[src/rtl/core_pkg.sv]
// Shared definitions for the core register-file scoreboard slice.
//   REG_ADDR_W  : architectural register address width
//   LU_XLEN     : default long-unit result data width
//   lu_result_t : {rd, data} record of one long-unit result
//   reg_nz()    : true when a register address is not x0
package core_pkg;

    localparam int REG_ADDR_W = 5;
    localparam int LU_XLEN    = 32;

    typedef struct packed {
        logic [REG_ADDR_W-1:0] rd;
        logic [LU_XLEN-1:0]    data;
    } lu_result_t;

    function automatic logic reg_nz(input logic [REG_ADDR_W-1:0] r);
        return (r != '0);
    endfunction

endpackage

[src/rtl/core_sb_fifo.sv]
// Small synchronous FIFO holding long-unit results displaced from the RF
// write port. Order is preserved; the head entry is always visible.
//   i_clk, i_rst_n : clock, async active-low reset (pointers/count only)
//   i_push, i_din  : write one entry (ignored when full and not popping)
//   i_pop          : remove the head entry (ignored when empty)
//   o_head         : current head entry
//   o_full/o_empty : occupancy flags
module core_sb_fifo
    import core_pkg::*;
#(
    parameter int W     = REG_ADDR_W + LU_XLEN,
    parameter int DEPTH = 2
) (
    input  logic         i_clk,
    input  logic         i_rst_n,
    input  logic         i_push,
    input  logic [W-1:0] i_din,
    input  logic         i_pop,
    output logic [W-1:0] o_head,
    output logic         o_full,
    output logic         o_empty
);

    localparam int PTR_W = (DEPTH > 1) ? $clog2(DEPTH) : 1;
    localparam int CNT_W = $clog2(DEPTH + 1);

    logic [W-1:0]     r_mem [DEPTH];
    logic [PTR_W-1:0] r_wr;
    logic [PTR_W-1:0] r_rd;
    logic [CNT_W-1:0] r_cnt;

    logic w_do_push;
    logic w_do_pop;

    function automatic logic [PTR_W-1:0] ptr_inc(input logic [PTR_W-1:0] p);
        return (p == PTR_W'(DEPTH - 1)) ? '0 : p + 1'b1;
    endfunction

    assign o_full    = (r_cnt == CNT_W'(DEPTH));
    assign o_empty   = (r_cnt == '0);
    assign w_do_pop  = i_pop & ~o_empty;
    // A full FIFO may still accept an entry in the cycle its head leaves.
    assign w_do_push = i_push & (~o_full | w_do_pop);
    assign o_head    = r_mem[r_rd];

    always_ff @(posedge i_clk or negedge i_rst_n) begin
        if (!i_rst_n) begin
            r_wr  <= '0;
            r_rd  <= '0;
            r_cnt <= '0;
        end else begin
            if (w_do_push) r_wr <= ptr_inc(r_wr);
            if (w_do_pop)  r_rd <= ptr_inc(r_rd);
            r_cnt <= r_cnt + CNT_W'(w_do_push) - CNT_W'(w_do_pop);
        end
    end

    // Storage carries no reset; occupancy is tracked by the pointers.
    always_ff @(posedge i_clk) begin
        if (w_do_push) r_mem[r_wr] <= i_din;
    end

endmodule

[src/rtl/core_rf_scoreboard.sv]
// Scoreboard for long-latency ops plus RF write-port arbiter.
// Tracks destinations of in-flight long ops, stalls ID on RAW/WAW hazards
// and on a full long-op budget, and shares the single RF write port between
// pipeline WB (always wins) and long-unit results (buffered in order).
//   ID side   : i_id_valid/rs1/rs2/rd/uses_rs1/uses_rs2/reg_write/long,
//               o_id_stall, o_lu_issue
//   Long unit : i_lu_done, i_lu_rd, i_lu_data
//   WB side   : i_wb_reg_write, i_wb_rd, i_wb_data
//   RF port   : o_rf_we, o_rf_rd, o_rf_din
//   o_sb_err  : sticky, a long result arrived with nothing in flight
module core_rf_scoreboard
    import core_pkg::*;
#(
    parameter int XLEN     = 32,
    parameter int NUM_REGS = 32,
    parameter int MAX_OUT  = 2
) (
    input  logic                  i_clk,
    input  logic                  i_rst_n,
    input  logic                  i_id_valid,
    input  logic [REG_ADDR_W-1:0] i_id_rs1,
    input  logic [REG_ADDR_W-1:0] i_id_rs2,
    input  logic [REG_ADDR_W-1:0] i_id_rd,
    input  logic                  i_id_uses_rs1,
    input  logic                  i_id_uses_rs2,
    input  logic                  i_id_reg_write,
    input  logic                  i_id_long,
    output logic                  o_id_stall,
    output logic                  o_lu_issue,
    input  logic                  i_lu_done,
    input  logic [REG_ADDR_W-1:0] i_lu_rd,
    input  logic [XLEN-1:0]       i_lu_data,
    input  logic                  i_wb_reg_write,
    input  logic [REG_ADDR_W-1:0] i_wb_rd,
    input  logic [XLEN-1:0]       i_wb_data,
    output logic                  o_rf_we,
    output logic [REG_ADDR_W-1:0] o_rf_rd,
    output logic [XLEN-1:0]       o_rf_din,
    output logic                  o_sb_err
);

    localparam int CNT_W = $clog2(MAX_OUT + 1);
    localparam int ENT_W = REG_ADDR_W + XLEN;

    logic [NUM_REGS-1:0] r_pending;
    logic [CNT_W-1:0]    r_cnt;
    logic                r_err;

    logic                  w_cnt_full;
    logic                  w_hz;
    logic                  w_issue;
    logic                  w_port_busy;
    logic                  w_done_ok;
    logic                  w_done_nz;
    logic                  w_done_drop;
    logic                  w_fifo_empty;
    logic                  w_fifo_full;
    logic                  w_pop;
    logic                  w_direct;
    logic                  w_push;
    logic                  w_ret;
    logic [ENT_W-1:0]      w_head;
    logic [REG_ADDR_W-1:0] w_ret_rd;
    logic [XLEN-1:0]       w_ret_data;
    logic [CNT_W-1:0]      w_dec;

    // Hazards are evaluated purely from registered scoreboard state, so a
    // retire this cycle only releases ID on the following cycle.
    assign w_cnt_full = (r_cnt == CNT_W'(MAX_OUT));
    assign w_hz = (i_id_uses_rs1  & reg_nz(i_id_rs1) & r_pending[i_id_rs1]) |
                  (i_id_uses_rs2  & reg_nz(i_id_rs2) & r_pending[i_id_rs2]) |
                  (i_id_reg_write & reg_nz(i_id_rd)  & r_pending[i_id_rd])  |
                  (i_id_long & w_cnt_full);

    assign o_id_stall = i_id_valid & w_hz;
    assign w_issue    = i_id_valid & ~o_id_stall;
    assign o_lu_issue = w_issue & i_id_long;

    // Writes to x0 do not occupy the port, so a long result may retire.
    assign w_port_busy = i_wb_reg_write & reg_nz(i_wb_rd);

    // A result with nothing outstanding is spurious and discarded.
    assign w_done_ok   = i_lu_done & (r_cnt != '0);
    assign w_done_nz   = w_done_ok & reg_nz(i_lu_rd);
    assign w_done_drop = w_done_ok & ~reg_nz(i_lu_rd);

    // Buffered results are older than an arriving one, so they go first.
    assign w_pop    = ~w_port_busy & ~w_fifo_empty;
    assign w_direct = ~w_port_busy & w_fifo_empty & w_done_nz;
    assign w_push   = w_done_nz & ~w_direct & (~w_fifo_full | w_pop);
    assign w_ret    = w_pop | w_direct;

    assign w_ret_rd   = w_pop ? w_head[ENT_W-1:XLEN] : i_lu_rd;
    assign w_ret_data = w_pop ? w_head[XLEN-1:0]     : i_lu_data;

    core_sb_fifo #(
        .W     (ENT_W),
        .DEPTH (MAX_OUT)
    ) u_fifo (
        .i_clk   (i_clk),
        .i_rst_n (i_rst_n),
        .i_push  (w_push),
        .i_din   ({i_lu_rd, i_lu_data}),
        .i_pop   (w_pop),
        .o_head  (w_head),
        .o_full  (w_fifo_full),
        .o_empty (w_fifo_empty)
    );

    always_comb begin
        o_rf_we  = i_wb_reg_write;
        o_rf_rd  = i_wb_rd;
        o_rf_din = i_wb_data;
        if (!w_port_busy && w_ret) begin
            o_rf_we  = 1'b1;
            o_rf_rd  = w_ret_rd;
            o_rf_din = w_ret_data;
        end
    end

    // A dropped x0 result and a FIFO pop can both retire in one cycle.
    assign w_dec = CNT_W'(w_ret) + CNT_W'(w_done_drop);

    always_ff @(posedge i_clk or negedge i_rst_n) begin
        if (!i_rst_n) begin
            r_pending <= '0;
            r_cnt     <= '0;
            r_err     <= 1'b0;
        end else begin
            r_cnt <= r_cnt + CNT_W'(o_lu_issue) - w_dec;
            if (w_ret) r_pending[w_ret_rd] <= 1'b0;
            if (o_lu_issue && i_id_reg_write && reg_nz(i_id_rd))
                r_pending[i_id_rd] <= 1'b1;
            if (i_lu_done && (r_cnt == '0)) r_err <= 1'b1;
        end
    end

    assign o_sb_err = r_err;

endmodule

[config.mk]
export PLATFORM = sky130hd
export DESIGN_NAME = core_rf_scoreboard
export DESIGN_NICKNAME = d
export VERILOG_FILES = /design/src/rtl/core_pkg.sv /design/src/rtl/core_sb_fifo.sv /design/src/rtl/core_rf_scoreboard.sv
export SDC_FILE = /design/constraint.sdc
export NUM_CORES = 1
export LEC_CHECK = 0
export BUFFER_PORTS_ARGS = -buffer_cell sky130_fd_sc_hd__clkbuf_2
export CORE_UTILIZATION = 45
export CTS_CLUSTER_SIZE = 12
export DETAILED_ROUTE_END_ITERATION = 12
export PLACE_DENSITY = 0.75
export SLEW_MARGIN = 10
export SYNTH_ARGS = -nofsm -noshare
export SYNTH_HDL_FRONTEND = slang
export SYNTH_SLANG_ARGS = --single-unit
[constraint.sdc]
create_clock -name i_clk -period 7.9 [get_ports i_clk]
set_input_delay 0.79 -clock i_clk [delete_from_list [all_inputs] [get_ports i_clk]]
set_output_delay 0.79 -clock i_clk [all_outputs]
set_load 0.1 [all_outputs]
======== Word-level counts from Yosys, hierarchy flattened ========
Memory sizes are Yosys's and may differ from the RTL's.
Cells that the tools add are included.
storage, ports and cells
  register bits after elaboration ......... 39
  bits in writable memories ............... 74
  input bits .............................. 98
  output and inout bits ................... 41
  word-level logic and storage cells ...... 94
  memories ................................ 1
memory list
  name          words  width  read ports  clocked after memory_dff  wr ports  line                source
  u_fifo.r_mem  2      37     1           0                         1         core_sb_fifo.sv:27  logic [W-1:0] r_mem [DEPTH];
cells by class
  add/sub/neg operators ................... 7
  $lt $le $gt $ge ......................... 6
  equality and inequality tests ........... 2
  multiplexer cells ....................... 21
  bitwise gates (word level) .............. 36
  reduce and logical (&&, ||, !) cells .... 15
operators by type and width
  cell                 number
  $mux 32              4
  $and 32x32->32       1
  $not 32->32          1
  $or 32x32->32        1
  $reduce_bool 5->1    5
  $lt 5x6->1 const B   4
  $and 1x1->1          21
  $bmux 1 s5           3
  $demux 1 s5          2
  $ge 5x1->1 const B   2
  $mux 1               10
  $mux 5               2
  $logic_and 1x1->1    6
  $not 1->1            6
  $or 1x1->1           6
  $add 2x1->2          2
  $eq 2x2->1 const B   2
  $logic_not 2->1      2
  $add 1x1->1 const B  2
  $add 1x1->2          1
  $reduce_bool 2->1    1
  $sub 2x1->2          1
  $sub 2x2->2          1
  $logic_not 1->1      1

======== Depth between registers and ports, before layout ========
Gate-level depths: netlist of the first run.
  depth after elaboration ................. 14
  mapped depth ............................ 13
  gate-level depth less buffers ........... 11

======== Modules after synthesis ========
A second synthesis of the first run with hierarchy kept.
unflattened totals
  cells, all modules ...................... 598
  area total of the unflattened synthesis .. 6766.5 um^2
by module, submodules not included
  module              instances  cells an instance  area each (um^2)  seq. area each (um^2)
  core_rf_scoreboard  1          462                3778.6            875.8
  core_sb_fifo        1          136                2987.9            2322.2

======== Least setup slack after synthesis of the first run ========
No wires, ideal clock.
  path kind ............................... input -> output
  from .................................... input i_id_rs1[0]
  to ...................................... output o_lu_issue
  arrival ................................. 4561 ps
  data required time ...................... 7110 ps
  setup slack ............................. 2549 ps
  stages .................................. 9
  path buffers ............................ 3
  cell sequence ........................... buf_2 mux4_2 mux2i_1 nand3b_1 a32o_1 a41o_1 buf_6 clkbuf_1 nor3_1
on the way
  word-level cells in the longest chain between the ends .. 10
  elaborated cells on any way between the ends .. 12
  those cells by class .................... 2 x mux; 9 x bitwise; 1 x reduce/logical
ends and longest elaborated chain
  item                                                                line                                      source
  from (decl)                                                         core_rf_scoreboard.sv:21                  input logic [REG_ADDR_W-1:0] i_id_rs1,
  $bmux 1 s5 / $reduce_bool 5->1 (equally long branches)              core_rf_scoreboard.sv:70, core_pkg.sv:17
  $mux 1 (not written as such) / $and 1x1->1 (equally long branches)  core_rf_scoreboard.sv:70                  assign w_hz = (i_id_uses_rs1 & reg_nz(i_id_rs1) & r_pending[i_id_rs1]) |
  $and 1x1->1 (*)                                                     core_rf_scoreboard.sv:70
  $or 1x1->1 (*)                                                      core_rf_scoreboard.sv:70
  $or 1x1->1 (*)                                                      core_rf_scoreboard.sv:71                  (i_id_uses_rs2 & reg_nz(i_id_rs2) & r_pending[i_id_rs2]) |
  $or 1x1->1 (*)                                                      core_rf_scoreboard.sv:72                  (i_id_reg_write & reg_nz(i_id_rd) & r_pending[i_id_rd]) |
  $and 1x1->1 (*)                                                     core_rf_scoreboard.sv:75                  assign o_id_stall = i_id_valid & w_hz;
  $not 1->1 (*)                                                       core_rf_scoreboard.sv:76                  assign w_issue = i_id_valid & ~o_id_stall;
  $and 1x1->1 (*)                                                     core_rf_scoreboard.sv:76
  $and 1x1->1 (*)                                                     core_rf_scoreboard.sv:77                  assign o_lu_issue = w_issue & i_id_long;
  to (decl)                                                           core_rf_scoreboard.sv:29                  output logic o_lu_issue,
Every way passes the cells marked *; elsewhere a longest branch is shown, timed or not. The select of a mux whose other input is x is not followed.

======== Worst setup path after layout of the first run ========
  from .................................... input i_wb_rd[4]
  to ...................................... output o_rf_rd[2]
on the way
  word-level cells in the longest chain between the ends .. 8
  elaborated cells on any way between the ends .. 11
  those cells by class .................... 2 x mux; 6 x bitwise; 3 x reduce/logical
ends and longest elaborated chain
  item                       line                                                source
  from (decl)                core_rf_scoreboard.sv:34                            input logic [REG_ADDR_W-1:0] i_wb_rd,
  $reduce_bool 5->1 (*)      core_pkg.sv:17                                      return (r != '0);
  $and 1x1->1 (*)            core_rf_scoreboard.sv:80                            assign w_port_busy = i_wb_reg_write & reg_nz(i_wb_rd);
  $not 1->1                  core_rf_scoreboard.sv:88, core_rf_scoreboard.sv:89
  $and 1x1->1 (2 in series)  core_rf_scoreboard.sv:89                            assign w_direct = ~w_port_busy & w_fifo_empty & w_done_nz;
  $or 1x1->1                 core_rf_scoreboard.sv:91                            assign w_ret = w_pop | w_direct;
  $logic_and 1x1->1          core_rf_scoreboard.sv:114                           if (!w_port_busy && w_ret) begin
  $mux 5 (*)                 core_rf_scoreboard.sv:114
  to (decl)                  core_rf_scoreboard.sv:37                            output logic [REG_ADDR_W-1:0] o_rf_rd,
Every way passes the cells marked *; elsewhere a longest branch is shown, timed or not.

==> impl.org, run 1 <==
** Status
- Run status :: completed

** Cells and area
- Finished layout cell area :: ~8000 sq um
- Growth of design area from synthesis to finish :: 21.3%
- Net total in the final layout :: just over 800
- Antenna fix cells :: 0
- Final Util :: 0.562
- After the flow finishes, the layout carries non-filler instances totaling between 900 and 1000.
- In the final layout, the share of cells above drive strength 1 is 0.276.

** Worst setup path
- On the worst path, the slowest cell contributes a delay of ~0.8 ns.
- STA classifies the critical path endpoint as an output port.
- STA puts the critical path data required time at roughly 7.1 ns.
- Slowest cell on crit path :: sky130_fd_sc_hd__o21ai_1
- Counting stages on the worst path, the most repeated cell is sky130_fd_sc_hd__clkbuf_2.
- Traced cell by cell, the critical path runs through clkbuf_2, or4_1, o21ai_1, nand2_1, buf_4, inv_1, a21oi_1, o21ai_0, clkbuf_2.
- The setup check on the worst reg-to-reg path leaves a slack of 4.32 ns.
- WP data arrival :: between 4 and 5 ns
- The worst setup path is of the input pin to output port kind.
- Of all nets on the critical path, the largest fanout is 24.
- The worst setup path is launched from an input pin.

** Die
- Measured along the y axis, the die boundary spans roughly 120 microns.
- Area enclosed by the die boundary :: around 15000 sq um
- IO Count :: between 100 and 150
- The die is about 120 microns wide.
- The initial utilization of the core area, before any placement, comes to 0.464.
- Area inside the core boundary :: between 10000 and 15000 sq um
- Num rows :: 43

** Yosys
- For this run, the register share of the synthesized area comes to 0.495.
- Yosys cell types :: 58
- Xor and xnor area share after synthesis :: 0.00949
- After synthesis, the largest family of logic cells by area is compound AO/OA/AOI/OAI gates.
- Of the total synthesized cell area, the portion taken by AND, OR, NAND and NOR gates is 0.110.
- Synthesized area :: around 6500 sq um
- Multiplexer area fraction after synthesis :: 0.147
- Most used flip-flop cell after synthesis :: sky130_fd_sc_hd__edfxtp_1
- Number of synthesis warnings :: 0
- Synthesis produced between 600 and 700 cells.
- For this run, asynchronously set or reset flops after synthesis account for 0.345.
- Seq cells post-synth :: 113
- Of the total synthesized cell area, the portion taken by full adders, half adders and majority gates is 0.00891.
- The share of the synthesized area in compound gates (AO/OA/AOI/OAI) came to 0.185.
- Number of enable flip-flop cells after synthesis :: 74
- The average instance in the mapped netlist occupies between 10 and 15 sq um.
- Net count after synthesis :: just over 700

** Power and ir drop
- Of the total power, the share spent switching nets is 0.454.
- The share of total power dissipated in the clock network is 0.271.
- Total design power :: between 3 and 4 mW
- In this run the power density over the cells is ~380 nW/um^2.
- Net switching power :: approximately 1.4 mW
- The share of total power dissipated in sequential elements is 0.279.
- Internal power comes to about 1.6 mW.
- The share of total power dissipated in combinational logic is 0.451.
- Across the VDD grid, the largest voltage drop is 0.336 mV.
- In this run the static leakage power is about 3.3 nW.

** Clock network
- H-tree levels :: 4
- Clock Root Buffer :: sky130_fd_sc_hd__clkbuf_16
- Cts hold-fix bufs :: 0
- TritonCTS created 17 clock buffers.
- Insertion delay to the later sink of the worst-skew pair :: just over 0.4 ns
- Total clock sinks :: about 110
- CTS tree :: built
- Post-CTS timing repair inserted 0 buffers for setup.
- Number of gates resized after cts :: 0
- No sink is reached through more buffers than the 2 on the longest clock path.
- Clock edge transition at the registers on the reported setup and hold paths :: around 0.05 ns

** Min path
- Class of the tightest hold or removal check :: flop to flop

** Placement
- Post-detail-place hpwl :: 12.1 mm
- The congestion estimate from routability-driven global placement came to 0.920.
- In this run, placement finished with an instance count of just under 900.
- Total placed instance area :: 7220 sq um
- Input and output buffers added on the ports amount to ~140.

** Route
- In the routed design, unresolved DRC markers number 0.
- For this run, the detailed router's first-pass iteration total came to 7.
- Total number of vias :: 5454
- In the final routed layout, each cell accounts on average for 18.7 microns.
- First-iteration detailed-routing DRC count :: 521
- Remaining number of nets flagged by the antenna check after routing :: 0
- In the routed layout, each cell is associated on average with a via count of approximately 6.
- For this block, the routed nets add up to roughly 17 mm of wire.

** Timing
- The count of final hold-check violations came to 0.
- Worst-case clock skew :: between 0.01 and 0.015 ns
- The worst path in the final design needs a cycle of between 5 and 6 ns, including I/O delays and setup.
- Achievable clock frequency :: 186 MHz
- # setup viols final :: 0
- Measured against its own limit, the worst slew margin works out to 0.261.
- Max Transition Viols Final :: 0
- Of the available clock period, the critical path in the final layout requires 0.679.
- At the pin with the least slew margin, the transition time is 1.11 ns.
- Setup repair after global routing left no endpoint under its margin.
- After routing, the total negative slack on setup checks comes to 0 ns.

** Job
- Max-capacitance violation count :: 0

** GRT
- Via count of the first global-routing pass :: approximately 5200
- Antenna violations before repair :: 0
- Across every metal layer, demand over resource in global routing totals 0.236.
- Summed over all layers, the global routing overflow is 0.
- Entering global routing, the biggest net connects between 60 and 70 pins.
- The first global-routing pass estimated approximately 26 mm of wire.
[state kept, by name, indices dropped and copies added (netlist names)]
register	count
u_fifo.r_rd	1
r_cnt	2
u_fifo.r_wr	1
u_fifo.r_cnt	2
u_fifo.r_mem	74
o_sb_err	1
r_pending	32
[path summary, 6_finish.rpt]
check                                       start                       to  cells after the start
hold / removal               o_sb_err$_DFFE_PN0P_     o_sb_err$_DFFE_PN0P_                      1
setup / recovery                       i_wb_rd[4]               o_rf_rd[2]                      9
max in group asynchronous                 i_rst_n  u_fifo.r_rd$_DFFE_PN0P_                      1
hold reg to reg              o_sb_err$_DFFE_PN0P_     o_sb_err$_DFFE_PN0P_                      1
min in group asynchronous                 i_rst_n  r_pending[23]$_DFF_PN0_                      1
setup reg to reg           r_pending[5]$_DFF_PN0_       r_cnt[1]$_DFF_PN0_                     11
[cell families after synthesis]
kind of cell	count (synthesis)
XOR/XNOR	7
AO/OA/AOI/OAI	189
multiplexers	72
buffers and inverters	62
adder cells (fa/ha/maj)	4
flip-flops	113
AND/OR/NAND/NOR	155
[metrics by stage]
step | worst slack (ns) | hold slack [ns]
6_report | 2.53 | 0.460
5_1_grt | 2.27 | 0.478
4_1_cts | 2.55 | 0.469
3_5_place_dp | 2.56 | 0.461
3_3_place_gp | 2.67 | 0.455
2_1_floorplan | 2.55 | 0.482
[worst max-delay path, delay by kind of cell]
family | cells | cell delay [ns]
buffers and inverters | 4 | 1.28
AOI/OAI and AO/OA | 3 | 1.30
and+or+nand+nor | 2 | 1.20
[cells in the mapped netlist, types with 8 or more instances]
cell | count | area [sq um]
sky130_fd_sc_hd__edfxtp_1 | 74 | 2220
sky130_fd_sc_hd__dfrtp_1 | 39 | 976
sky130_fd_sc_hd__nand2_1 | 64 | 240
sky130_fd_sc_hd__clkbuf_1 | 30 | 113
sky130_fd_sc_hd__o41ai_1 | 19 | 166
sky130_fd_sc_hd__o21ai_0 | 66 | 330
sky130_fd_sc_hd__inv_1 | 15 | 56.3
sky130_fd_sc_hd__mux2_2 | 9 | 101
sky130_fd_sc_hd__a21oi_1 | 41 | 205
sky130_fd_sc_hd__a31oi_1 | 8 | 50.1
sky130_fd_sc_hd__mux4_2 | 11 | 248
sky130_fd_sc_hd__o31ai_1 | 21 | 158
sky130_fd_sc_hd__mux2i_1 | 47 | 470
sky130_fd_sc_hd__nor2_1 | 47 | 176
[placed cells by master, fill, tap and decap left out, types with 3 or more instances in the layout]
cell                         instances
sky130_fd_sc_hd__clkinvlp_4          3
sky130_fd_sc_hd__inv_1              15
sky130_fd_sc_hd__nor3b_1             3
sky130_fd_sc_hd__nor3_1              5
sky130_fd_sc_hd__buf_4               5
sky130_fd_sc_hd__o211ai_1            3
sky130_fd_sc_hd__nand2_1            64
sky130_fd_sc_hd__nor2_1             44
sky130_fd_sc_hd__xnor2_1             7
sky130_fd_sc_hd__a21oi_1            41
sky130_fd_sc_hd__mux2i_1            47
sky130_fd_sc_hd__bufinv_16           5
sky130_fd_sc_hd__clkbuf_16          17
sky130_fd_sc_hd__or3_1               5
sky130_fd_sc_hd__nand3b_1            4
sky130_fd_sc_hd__o21ai_0            66
sky130_fd_sc_hd__a21o_1              3
sky130_fd_sc_hd__mux4_1              5
sky130_fd_sc_hd__a31oi_1             8
sky130_fd_sc_hd__ha_1                3
sky130_fd_sc_hd__edfxtp_1           74
sky130_fd_sc_hd__nor4_1              4
sky130_fd_sc_hd__o41ai_1            19
sky130_fd_sc_hd__o21a_1              4
sky130_fd_sc_hd__mux4_2             11
sky130_fd_sc_hd__nand2b_1            4
sky130_fd_sc_hd__dfrtp_1            38
sky130_fd_sc_hd__and3b_1             3
sky130_fd_sc_hd__clkbuf_2          138
sky130_fd_sc_hd__mux2_2              9
sky130_fd_sc_hd__nand3_1             6
sky130_fd_sc_hd__o31ai_1            21
[power groups by stage]
stage,logic [mW],clock network (mW),registers (mW)
2_1_floorplan,1.09,0,0.829
3_3_place_gp,1.33,0,0.840
3_5_place_dp,1.35,0,0.848
4_1_cts,1.36,0.823,0.837
5_1_grt,1.44,0.846,0.848
6_report,1.36,0.813,0.838
[metal layers]
layer	routed length (microns)	GRT usage	vias to the layer above
met1	7010	0.303	2604
met2	8250	0.388	294
met4	282	0.0795	0
met3	1430	0.0613	23
met5	0	0	-
li1	-	-	2533
[cell type report]
| type | count | area, sq um |
|---|---|---|
| multi-input combinational | 427 | 3010 |
| sequential | 113 | 3200 |
| tap | 180 | 225 |
| fill | 1170 | 6100 |
| clock inverter | 11 | 190 |
| timing repair buffer | 143 | 728 |
| inverter | 15 | 56.3 |
| clock buffer | 18 | 429 |
Note: power is estimated with default switching activity, not from simulation.
==> inputs of run 2 (changes only) <==
PLACE_DENSITY = 0.78   (was 0.75)
clock period = 4.7 ns   (was 7.9 ns; I/O delays follow)
==> run 2 against run 1 <==
Power rose by 77%. Largest cell class unchanged. Register-to-register slack got worse by 3.2 ns. Combinational power rose by 82%.
==> impl.org, run 2 (same netlist as run 1, synthesis figures left out) <==
** Clock network
- Clock edge transition at the registers on the reported setup and hold paths :: 0.05 ns (about the same)
- Clock Root Buffer :: sky130_fd_sc_hd__clkbuf_16 (unchanged)
- Cts hold-fix bufs :: 0 (unchanged)
- The TritonCTS clock tree is built (unchanged).
- The number of clock sinks was 113 (unchanged).
- Buffers from clock root to sink, at most :: 2 (unchanged)
- Number of buffers added by the clock tree synthesis step :: 17 (unchanged)
- H-tree levels :: 4 (unchanged)
- Number of gates resized after cts :: 0 (unchanged)
- Insertion delay to the later sink of the worst-skew pair :: 0.41 ns (about the same)
- Post-CTS Setup Bufs :: 0 (unchanged)

** Worst setup path
- The classification of the worst setup path is flop to output port (was input pin to output port).
- WP data arrival :: 3.36 ns (was 4.58 ns)
- The worst reg2reg path endpoint is r_cnt[1]$_DFF_PN0_ (unchanged).
- The highest net fanout along the worst path was 20 (was 24).
- Number of buffer and inverter stages on the critical path :: 2 (was 4)
- Endpoint required time on the critical path :: 4.23 ns (was 7.11 ns)
- Critical Path, Cell by Cell :: or2_2, nand2_1, inv_1, a21oi_1, o21ai_0, buf_12 (was clkbuf_2, or4_1, o21ai_1, nand2_1, buf_4, inv_1, a21oi_1, o21ai_0, clkbuf_2)
- Worst reg2reg path depth :: 12 (was 11)
- The critical path's largest stage delay came to 0.59 ns (was 0.80 ns).
- The worst reg-to-reg setup slack was 1.09 ns (was 4.32 ns).
- The kind of start point of the critical path was a flop (was input pin).
- The critical path endpoint category was an output port (unchanged).
- The cell type of the slowest stage on the worst timing path was sky130_fd_sc_hd__a21oi_1 (was sky130_fd_sc_hd__o21ai_1).
- Cell class contributing the biggest share of worst-path delay :: simple AND/OR/NAND/NOR gates (was compound AO/OA/AOI/OAI gates)
- Critical register-to-register path startpoint :: r_pending[0]$_DFF_PN0_ (was r_pending[5]$_DFF_PN0_)

** Placement
- The detailed placer's ending HPWL is 12.8 mm (was 12.1 mm).
- Placed cells :: 879 (was 878)
- IO Port Bufs :: 138 (unchanged)
- The global placer's final weighted congestion is 0.982 (was 0.920).

** Route
- Total number of vias :: 5523 (was 5454)
- The count of routing violations after the opening detailed-route iteration was 555 (was 521).
- Average via count per standard cell :: 6.06 (was 6.01)
- DR WL/cell :: 19.8 microns (was 18.7 microns)
- The number of design rule violations left after detail routing came to 0 (unchanged).
- The wire length reported by the detailed router was 18.0 mm (was 17.0 mm).
- The count of nets left with antenna violations after detail routing is 0 (unchanged).
- The number of optimization iterations in the first detailed-route pass is 5 (was 7).

** Power and ir drop
- The leakage power total came to 3.37 nW (was 3.25 nW).
- Maximum ir drop on the vdd rail :: 0.634 mV (was 0.336 mV)
- The power density over the cells is 650 nW/um^2 (was 384 nW/um^2).

** Timing
- Timing would allow up to roughly 260 MHz.
- Period utilization :: 0.815
- The clock skew was 0.00932 ns (was 0.0124 ns).
- The sum of negative setup slack was 0 ns (unchanged).
- Setup repair after global routing missed its margin :: no (unchanged)
- Hold slack final :: 0.230 ns (was 0.460 ns)
- The pin slew with the least headroom to its limit came to 1.12 ns (was 1.11 ns).
- The count of final hold-check violations is 0 (unchanged).
- Period minus WS final :: 3.83 ns
- The count of final setup violators was 0 (unchanged).
- Max Transition Viols Final :: 0 (unchanged)
- The worst slew margin relative to its limit was 0.249 (was 0.261).

** Die
- IO Count :: 139 (unchanged)
- The die span in x came to 122 microns (unchanged).
- The die footprint was 14800 sq um (unchanged).
- Area inside the core boundary :: 13900 sq um (unchanged)
- The effective utilization at floorplan came to 0.464 (unchanged).
- Die outline height :: 122 microns (unchanged)
- Num rows :: 43 (unchanged)

** Cells and area
- The number of diodes added for antenna fixing came to 0 (unchanged).
- Flip-flop count of the largest register after layout :: 74 (unchanged)
- Commonest cells after routing, fill and taps aside :: sky130_fd_sc_hd__clkbuf_2, sky130_fd_sc_hd__edfxtp_1, sky130_fd_sc_hd__o21ai_0, sky130_fd_sc_hd__nand2_1, sky130_fd_sc_hd__mux2i_1 (unchanged)
- The final net count came to 820 (was 819).
- Most common library cell in the layout ignoring fill and taps :: sky130_fd_sc_hd__clkbuf_2 (unchanged)
- Largest registers in the final layout: u_fifo.r_mem: 74 flops, r_pending: 32 flops (unchanged).
- The post-layout utilization of the core is 0.587 (was 0.562).
- Growth of design area from synthesis to finish :: 26.5% (was 21.3%)
- Top register by number of flip-flops :: u_fifo.r_mem (unchanged)
- The post-route non-filler standard cell count is 911 (was 907).
- Fraction of layout cells with a size suffix above 1 :: 0.283 (was 0.276)

** GRT
- Overall Global Routing Usage :: 0.250 (was 0.236)
- Grt met3 use :: 0.0566 (was 0.0613)
- The routing usage on met1 was 0.326 (was 0.303).
- The fraction of met2 tracks used by global routing came to 0.416 (was 0.388).
- Antenna violations before repair :: 0 (unchanged)
- Most Crowded Layer GR :: met2 (unchanged)
- Global route overflow :: 0 (unchanged)
- The pin count of the biggest net entering global routing is 52 (was 66).
- First-pass GRT wire length :: 28.2 mm (was 26.4 mm)
- Via count of the first global-routing pass :: 5361 (was 5166)

** Status
- Run status :: completed (unchanged)

** Job
- The number of maximum-capacitance constraint violations is 0 (unchanged).

** Min path
- Class of the tightest hold or removal check :: input pin to async pin (was flop to flop)
## run 2: report_power, final
| part | switching, mW | internal, mW |
|---|---|---|
| Combinational | 1.76 | 0.711 |
| Sequential | 0.170 | 1.31 |
| Clock | 0.475 | 0.895 |
## run 2: routing by layer
metal | wire length (microns) | up-vias
met2 | 8890 | 291
li1 | - | 2543
met4 | 182 | 0
met1 | 7460 | 2672
met3 | 1500 | 17
met5 | 0 | -
## run 2: worst register-to-register path, stage by stage, from the launching register on
cell and delay [ns]:
sky130_fd_sc_hd__dfrtp_1 0.43, sky130_fd_sc_hd__mux4_2 0.48, sky130_fd_sc_hd__nor2b_4 0.14, sky130_fd_sc_hd__a2111oi_2 0.33
sky130_fd_sc_hd__a31oi_1 0.09, sky130_fd_sc_hd__a41o_1 0.25, sky130_fd_sc_hd__buf_4 0.24, sky130_fd_sc_hd__or3_1 0.43
sky130_fd_sc_hd__fa_1 0.56, sky130_fd_sc_hd__inv_1 0.06, sky130_fd_sc_hd__ha_1 0.19, sky130_fd_sc_hd__xnor2_1 0.20
sky130_fd_sc_hd__xnor2_1 0.15
## run 2: layout make-up
class / count / area, sq um
clock buffers: 18 / 429
fillers: 1088 / 5760
flip-flops and latches: 113 / 3200
repair buffers: 144 / 1050
multi-input cells: 427 / 3010
inverters: 15 / 56.3
well taps: 180 / 225
clock inverters: 14 / 204
## run 2: how the worst max path moves through the flow
stage	from	cells past startpoint	slack [ns]	to
4_1_cts	u_fifo.r_cnt[1]$_DFF_PN0_	6	0.98	o_rf_rd[2]
2_1_floorplan	i_wb_rd[4]	7	0.30	o_rf_rd[2]
3_3_place_gp	i_id_rd[1]	12	0.82	r_cnt[1]$_DFF_PN0_
6_report	u_fifo.r_cnt[1]$_DFF_PN0_	6	0.87	o_rf_rd[2]
5_1_grt	u_fifo.r_cnt[1]$_DFF_PN0_	6	0.72	o_rf_rd[2]
3_5_place_dp	i_id_rd[1]	12	0.73	r_cnt[1]$_DFF_PN0_
## run 2: per-stage QoR
stage	area, sq um	setup slack (ns)	power (mW)
detailed placement	7540	0.732	3.93
global route	8180	0.722	5.53
global placement	7540	0.817	3.87
floorplan	6470	0.299	3.23
finish	8180	0.872	5.32
CTS	8180	0.980	5.32
